[src/rtl/instr_decode_queue.sv]
// ---------------------------------------------------------------------------
// instr_decode_queue
//
// Instruction register and decoder with a DEPTH-entry FIFO in front of it.
// Fetched words are pushed from the memory read port and the head entry is
// decoded for the register file and control unit. Fetch may run ahead of
// execute. A branch or jump discards every queued word with one i_flush.
//
// Parameters
//   WIDTH  datapath width (>= 32); instructions are always i_Memdata[31:0]
//   DEPTH  queue entries (power of two, >= 2)
//
// Ports
//   i_clk          clock, rising edge
//   i_reset_n      asynchronous active-low reset
//   i_instrwrite   producer valid
//   o_ready        queue can accept a push
//   i_Memdata      fetched instruction word (upper WIDTH-32 bits ignored)
//   i_pop          consumer has used the head entry
//   i_flush        synchronous discard of all entries
//   i_regdst       destination select: 1 -> instr[15:11], 0 -> instr[20:16]
//   i_signext      immediate extension: 1 -> sign, 0 -> zero
//   o_valid        head entry present
//   o_RegA_addr    head instr[25:21]
//   o_RegB_addr    head instr[20:16]
//   o_RegD_addr    head destination register per i_regdst
//   o_op           head instr[31:26]
//   o_funct        head instr[5:0]
//   o_shamt        head instr[10:6]
//   o_Imm          extended head instr[15:0]
//   o_count        occupancy
//   o_overflow     sticky flag: a push was attempted while o_ready was low
//
// Handshake: a push happens on a rising edge where i_instrwrite && o_ready;
// a pop happens on a rising edge where i_pop && o_valid. Both o_ready and
// o_valid come from the registered count only, so neither depends on the
// opposite side's request in the same cycle. i_flush beats push and pop.
// ---------------------------------------------------------------------------
module instr_decode_queue #(
    parameter int WIDTH = 32,
    parameter int DEPTH = 4
) (
    input  logic                       i_clk,
    input  logic                       i_reset_n,
    input  logic                       i_instrwrite,
    output logic                       o_ready,
    input  logic [WIDTH-1:0]           i_Memdata,
    input  logic                       i_pop,
    input  logic                       i_flush,
    input  logic                       i_regdst,
    input  logic                       i_signext,
    output logic                       o_valid,
    output logic [4:0]                 o_RegA_addr,
    output logic [4:0]                 o_RegB_addr,
    output logic [4:0]                 o_RegD_addr,
    output logic [5:0]                 o_op,
    output logic [5:0]                 o_funct,
    output logic [4:0]                 o_shamt,
    output logic [WIDTH-1:0]           o_Imm,
    output logic [$clog2(DEPTH):0]     o_count,
    output logic                       o_overflow
);

    localparam int PW = $clog2(DEPTH);
    localparam int CW = PW + 1;
    localparam logic [CW-1:0] FULL_CNT = CW'(DEPTH);

    // -----------------------------------------------------------------------
    // State
    // -----------------------------------------------------------------------
    logic [31:0]   mem_q [DEPTH];
    logic [PW-1:0] wr_ptr_q, wr_ptr_d;
    logic [PW-1:0] rd_ptr_q, rd_ptr_d;
    logic [CW-1:0] count_q, count_d;
    logic          overflow_q, overflow_d;

    logic          push_en;
    logic          pop_en;
    logic          mem_we;
    logic [31:0]   mem_wdata;

    // Only the low 32 bits carry the instruction at any datapath width.
    generate
        if (WIDTH > 32) begin : g_unused_hi
            logic unused_mem_hi;
            assign unused_mem_hi = ^i_Memdata[WIDTH-1:32];
        end
    endgenerate

    // -----------------------------------------------------------------------
    // Handshake status from registered count
    // -----------------------------------------------------------------------
    always_comb begin
        o_ready = (count_q != FULL_CNT);
        o_valid = (count_q != '0);
        o_count = count_q;
        o_overflow = overflow_q;
    end

    // -----------------------------------------------------------------------
    // Next-state logic
    // -----------------------------------------------------------------------
    always_comb begin
        push_en    = i_instrwrite && o_ready;
        pop_en     = i_pop && o_valid;

        wr_ptr_d   = wr_ptr_q;
        rd_ptr_d   = rd_ptr_q;
        count_d    = count_q;
        overflow_d = overflow_q;
        mem_we     = 1'b0;
        mem_wdata  = i_Memdata[31:0];

        // A rejected push is recorded even in a flush cycle; the word is dropped.
        if (i_instrwrite && !o_ready) begin
            overflow_d = 1'b1;
        end

        if (i_flush) begin
            wr_ptr_d = '0;
            rd_ptr_d = '0;
            count_d  = '0;
        end else begin
            if (push_en) begin
                mem_we   = 1'b1;
                wr_ptr_d = wr_ptr_q + PW'(1);
            end
            if (pop_en) begin
                rd_ptr_d = rd_ptr_q + PW'(1);
            end
            case ({push_en, pop_en})
                2'b10:   count_d = count_q + CW'(1);
                2'b01:   count_d = count_q - CW'(1);
                default: count_d = count_q;
            endcase
        end
    end

    // -----------------------------------------------------------------------
    // Control registers
    // -----------------------------------------------------------------------
    always_ff @(posedge i_clk or negedge i_reset_n) begin
        if (!i_reset_n) begin
            wr_ptr_q   <= '0;
            rd_ptr_q   <= '0;
            count_q    <= '0;
            overflow_q <= 1'b0;
        end else begin
            wr_ptr_q   <= wr_ptr_d;
            rd_ptr_q   <= rd_ptr_d;
            count_q    <= count_d;
            overflow_q <= overflow_d;
        end
    end

    // Storage holds no reset; entries are qualified by count.
    always_ff @(posedge i_clk) begin
        if (mem_we) begin
            mem_q[wr_ptr_q] <= mem_wdata;
        end
    end

    // -----------------------------------------------------------------------
    // Decode of the head entry; live i_regdst / i_signext select fields.
    // -----------------------------------------------------------------------
    logic [31:0] head;

    always_comb begin
        head        = mem_q[rd_ptr_q];

        o_RegA_addr = '0;
        o_RegB_addr = '0;
        o_RegD_addr = '0;
        o_op        = '0;
        o_funct     = '0;
        o_shamt     = '0;
        o_Imm       = '0;

        if (o_valid) begin
            o_RegA_addr = head[25:21];
            o_RegB_addr = head[20:16];
            o_RegD_addr = i_regdst ? head[15:11] : head[20:16];
            o_op        = head[31:26];
            o_funct     = head[5:0];
            o_shamt     = head[10:6];
            if (i_signext) begin
                o_Imm = {{(WIDTH-16){head[15]}}, head[15:0]};
            end else begin
                o_Imm = {{(WIDTH-16){1'b0}}, head[15:0]};
            end
        end
    end

endmodule
[config.mk]
export PLATFORM = sky130hd
export DESIGN_NAME = instr_decode_queue
export DESIGN_NICKNAME = d
export VERILOG_FILES = /design/src/rtl/instr_decode_queue.sv
export SDC_FILE = /design/constraint.sdc
export NUM_CORES = 1
export LEC_CHECK = 0
export BUFFER_PORTS_ARGS = -buffer_cell sky130_fd_sc_hd__buf_2
export CORE_MARGIN = 8
export CORE_UTILIZATION = 40
export DETAILED_ROUTE_END_ITERATION = 8
export PLACE_DENSITY = 0.68
export SYNTH_ARGS = -nofsm -noshare
export SYNTH_HDL_FRONTEND = slang
export SYNTH_SLANG_ARGS = --single-unit
[constraint.sdc]
create_clock -name i_clk -period 2.68 [get_ports i_clk]
set_clock_uncertainty 0.15 [all_clocks]
set_input_delay 0.268 -clock i_clk [delete_from_list [all_inputs] [get_ports i_clk]]
set_output_delay 0.268 -clock i_clk [all_outputs]
set_load 0.05 [all_outputs]
==> insert_results.sql <==
INSERT INTO impl_metrics (metric_group, metric, value, unit) VALUES
('place', 'globalplace.congestion', '0.719', ''),
('clock_network', 'clock_tree.htree_level_count', '4', ''),
('place', 'portBuffers', '108', ''),
('logic_synthesis', 'async_reset_ff_frac', '0.0588', ''),
('logic_synthesis', 'synth_top_area_cell', 'edfxtp_1', ''),
('clock_network', 'clkLatencyLatePin', '410', 'ps'),
('clock_network', 'buffer_count_from_post_cts_setup_fixing', '0', ''),
('logic_synthesis', 'synth_fp_nets', '349', ''),
('layout', 'layout_net_count', '474', ''),
('drt', 'wl_per_cell', '19.0', 'um'),
('logic_synthesis', 'top_area_cells_in_the_synthesized_netlist', 'edfxtp_1 (68%), mux4_2 (13%), and2_1 (4.0%)', ''),
('place', 'place_worst_setup_slack', '270', 'ps'),
('clock_network', 'cts.sinks', '136', ''),
('global_route', 'grt_start_max_net_pins', '33', ''),
('place', 'placed_cells_incl_taps', '556', ''),
('critical_path', 'end_kind', 'output pin', ''),
('power_and_ir_drop', 'cellPowerDensity', '899', 'nW/um2'),
('logic_synthesis', 'ys_ff_latch', '136', ''),
('floorplan', 'top_ports', '109', ''),
('sta', 'layout_setup_ws', '117', 'ps'),
('floorplan', 'fp_rows', '43', ''),
('place', 'dp_hpwl', '7370', 'um'),
('layout', 'most-common-layout-cells', 'edfxtp_1 (128), buf_2 (108), dlygate4sd3_1 (34)', ''),
('layout', 'layout-area-overhead-vs-synth', '26.3', '%'),
('critical_path', 'regToRegSetupSlack', '240', 'ps'),
('power_and_ir_drop', 'finalPower', '6.46', 'mW'),
('critical_path', 'cp_cell_sequence', 'buf_12, mux4_2, a22o_1, buf_2', ''),
('global_route', 'via_count_of_the_first_global_routing_pass', '3297', ''),
('min_path', 'worst_hold_path.endpoint', 'wr_ptr_q[1]', ''),
('critical_path', 'critical_path.reg2reg.endpoint', 'mem_q[1][16]', ''),
('logic_synthesis', 'yosysTopAreaCellShare', '0.676', ''),
('sta', 'period_needed', '2560', 'ps'),
('sta', 'maxSlewViolCount', '0', ''),
('clock_network', 'cts_root_buf', 'clkbuf_16', ''),
('critical_path', 'cp_max_fo', '16', ''),
('sta', 'rsz_0062_raised_after_global_routing', 'false', ''),
('logic_synthesis', 'synth_seq_area_share', '0.711', ''),
('floorplan', 'initial_utilization', '0.410', ''),
('critical_path', 'worst_ep_arrival_time', '2140', 'ps'),
('run_status', 'outcome', 'complete, no violations', ''),
('floorplan', 'die-width', '135', 'um'),
('drt', 'drt_iter0_drc', '190', ''),
('critical_path', 'timing.critical_path.from_type', 'register', ''),
('sta', 'max_slew_margin', '0.368', ''),
('clock_network', 'tritoncts_clock_tree', 'built', ''),
('critical_path', 'critPathRequiredTime', '2260', 'ps'),
('drt', 'ant_nets', '0', ''),
('global_route', 'number_of_antenna_violations_at_the_first_check_in_global_routing', '0', ''),
('layout', 'layout.core_utilization', '0.518', ''),
('sta', 'highest_achievable_clock_rate', '390', 'MHz'),
('min_path', 'worst_hold_startpoint', 'i_instrwrite', ''),
('sta', 'min_period_over_period', '0.956', ''),
('global_route', 'gr-usage-all-layers', '0.134', ''),
('clock_network', 'cts_buffers', '17', ''),
('critical_path', 'crit_type', 'register to output pin', ''),
('power_and_ir_drop', 'p_leak', '2.67', 'nW'),
('layout', 'final_common_cell', 'edfxtp_1', ''),
('floorplan', 'floorplan.core_area', '13900', 'um2'),
('clock_network', 'ctsLongestPathBuffers', '2', ''),
('logic_synthesis', 'netlist_instances', '305', ''),
('floorplan', 'dieArea', '18300', 'um2'),
('drt', 'vias_per_cell', '4.92', ''),
('run', 'max_cap_viol_count', '0', ''),
('min_path', 'min_path_cells', '3', ''),
('logic_synthesis', 'synthesis.area_per_instance', '18.6', 'um2'),
('critical_path', 'worst_r2r_startpoint', 'o_count[2]', ''),
('layout', 'fin_cells', '623', ''),
('critical_path', 'rr_worst_depth', '4', ''),
('global_route', 'grt_first_pass_wirelength', '18400', 'um'),
('sta', 'final.setup.tns', '0', 'ps'),
('logic_synthesis', 'synth.yosys.warnings', '0', '');
[metrics by stage]
step / hold slack [ps] / cell area [um2]
6_report: 74.3 / 7190
5_1_grt: 88.3 / 7190
4_1_cts: 57.8 / 7170
3_5_place_dp: -23.6 / 6220
3_3_place_gp: -25.3 / 6220
2_1_floorplan: -178 / 5690
[routing by layer]
metal  share of wire  up-vias  routed length (um)  GRT usage
li1                -     1412                   -          -
met1            0.43     1539                5140      0.168
met2            0.49      111                5820      0.215
met3           0.071        6                 845     0.0464
met4          0.0051        0                  60     0.0407
met5               0        -                   0          0
[power by group]
group          internal [mW]  switching (mW)  leakage (nW)
combinational          0.492            1.15          1.13
sequential              2.42          0.0571          1.26
clock                   1.46           0.870         0.280
[repair_timing]
item | CTS | global route
gates cloned | 0 | 1
hold endpoints to repair | 143 | 0
resized for setup | 2 | 3
hold buffers | 34 | 0
pin swaps | 0 | 1
endpoints found under the setup margin | 21 | 21
[state kept, by name, indices dropped and copies added (netlist names)]
name	flops
o_overflow	1
rd_ptr_q	2
mem_q	128
wr_ptr_q	2
o_count	3
[worst max-delay path by stage]
stage	startpoint	endpoint	cells past startpoint
after floorplan	o_count[0]	mem_q[0][0]	5
after global placement	o_count[0]	o_RegD_addr[2]	4
after detailed placement	o_count[0]	o_count[1]	6
after CTS	o_count[0]	o_Imm[24]	4
after global routing	o_count[2]	o_Imm[23]	4
final	rd_ptr_q[0]	o_RegD_addr[3]	4
[cell type report]
class	count	area, um2
sequential	136	4050
fill	1175	6700
multi-input combinational	125	1350
clock buffer	17	425
inverter	2	7.51
timing repair buffer	148	951
clock inverter	15	176
tap	180	225
[logic make-up after synthesis]
group / synth area share
multiplexers: 0.127
AO/OA/AOI/OAI: 0.0216
XOR/XNOR: 0.00616
buffers and inverters: 0.0552
flip-flops: 0.711
AND/OR/NAND/NOR: 0.0671
adder cells (fa/ha/maj): 0.0123
[cell usage after synthesis (all sizes together), types with 2 or more instances]
cell / n
inv: 2
nand3: 5
o21ai: 2
buf: 40
xor2: 2
nor2: 9
xnor2: 2
a21oi: 3
ha: 4
nor2b: 2
clkbuf: 3
a31oi: 2
edfxtp: 128
or3: 2
a22o: 5
nand2: 5
mux4: 32
dfrtp: 8
and3: 2
and2: 37
[critical path: cells and delay by family (launching register included)]
family                 cells  cell delay (ps)
DFF                        1              520
buffers and inverters      2              440
muxes                      1              540
AOI/OAI and AO/OA          1              230
Power figures use the tool's default switching activity.
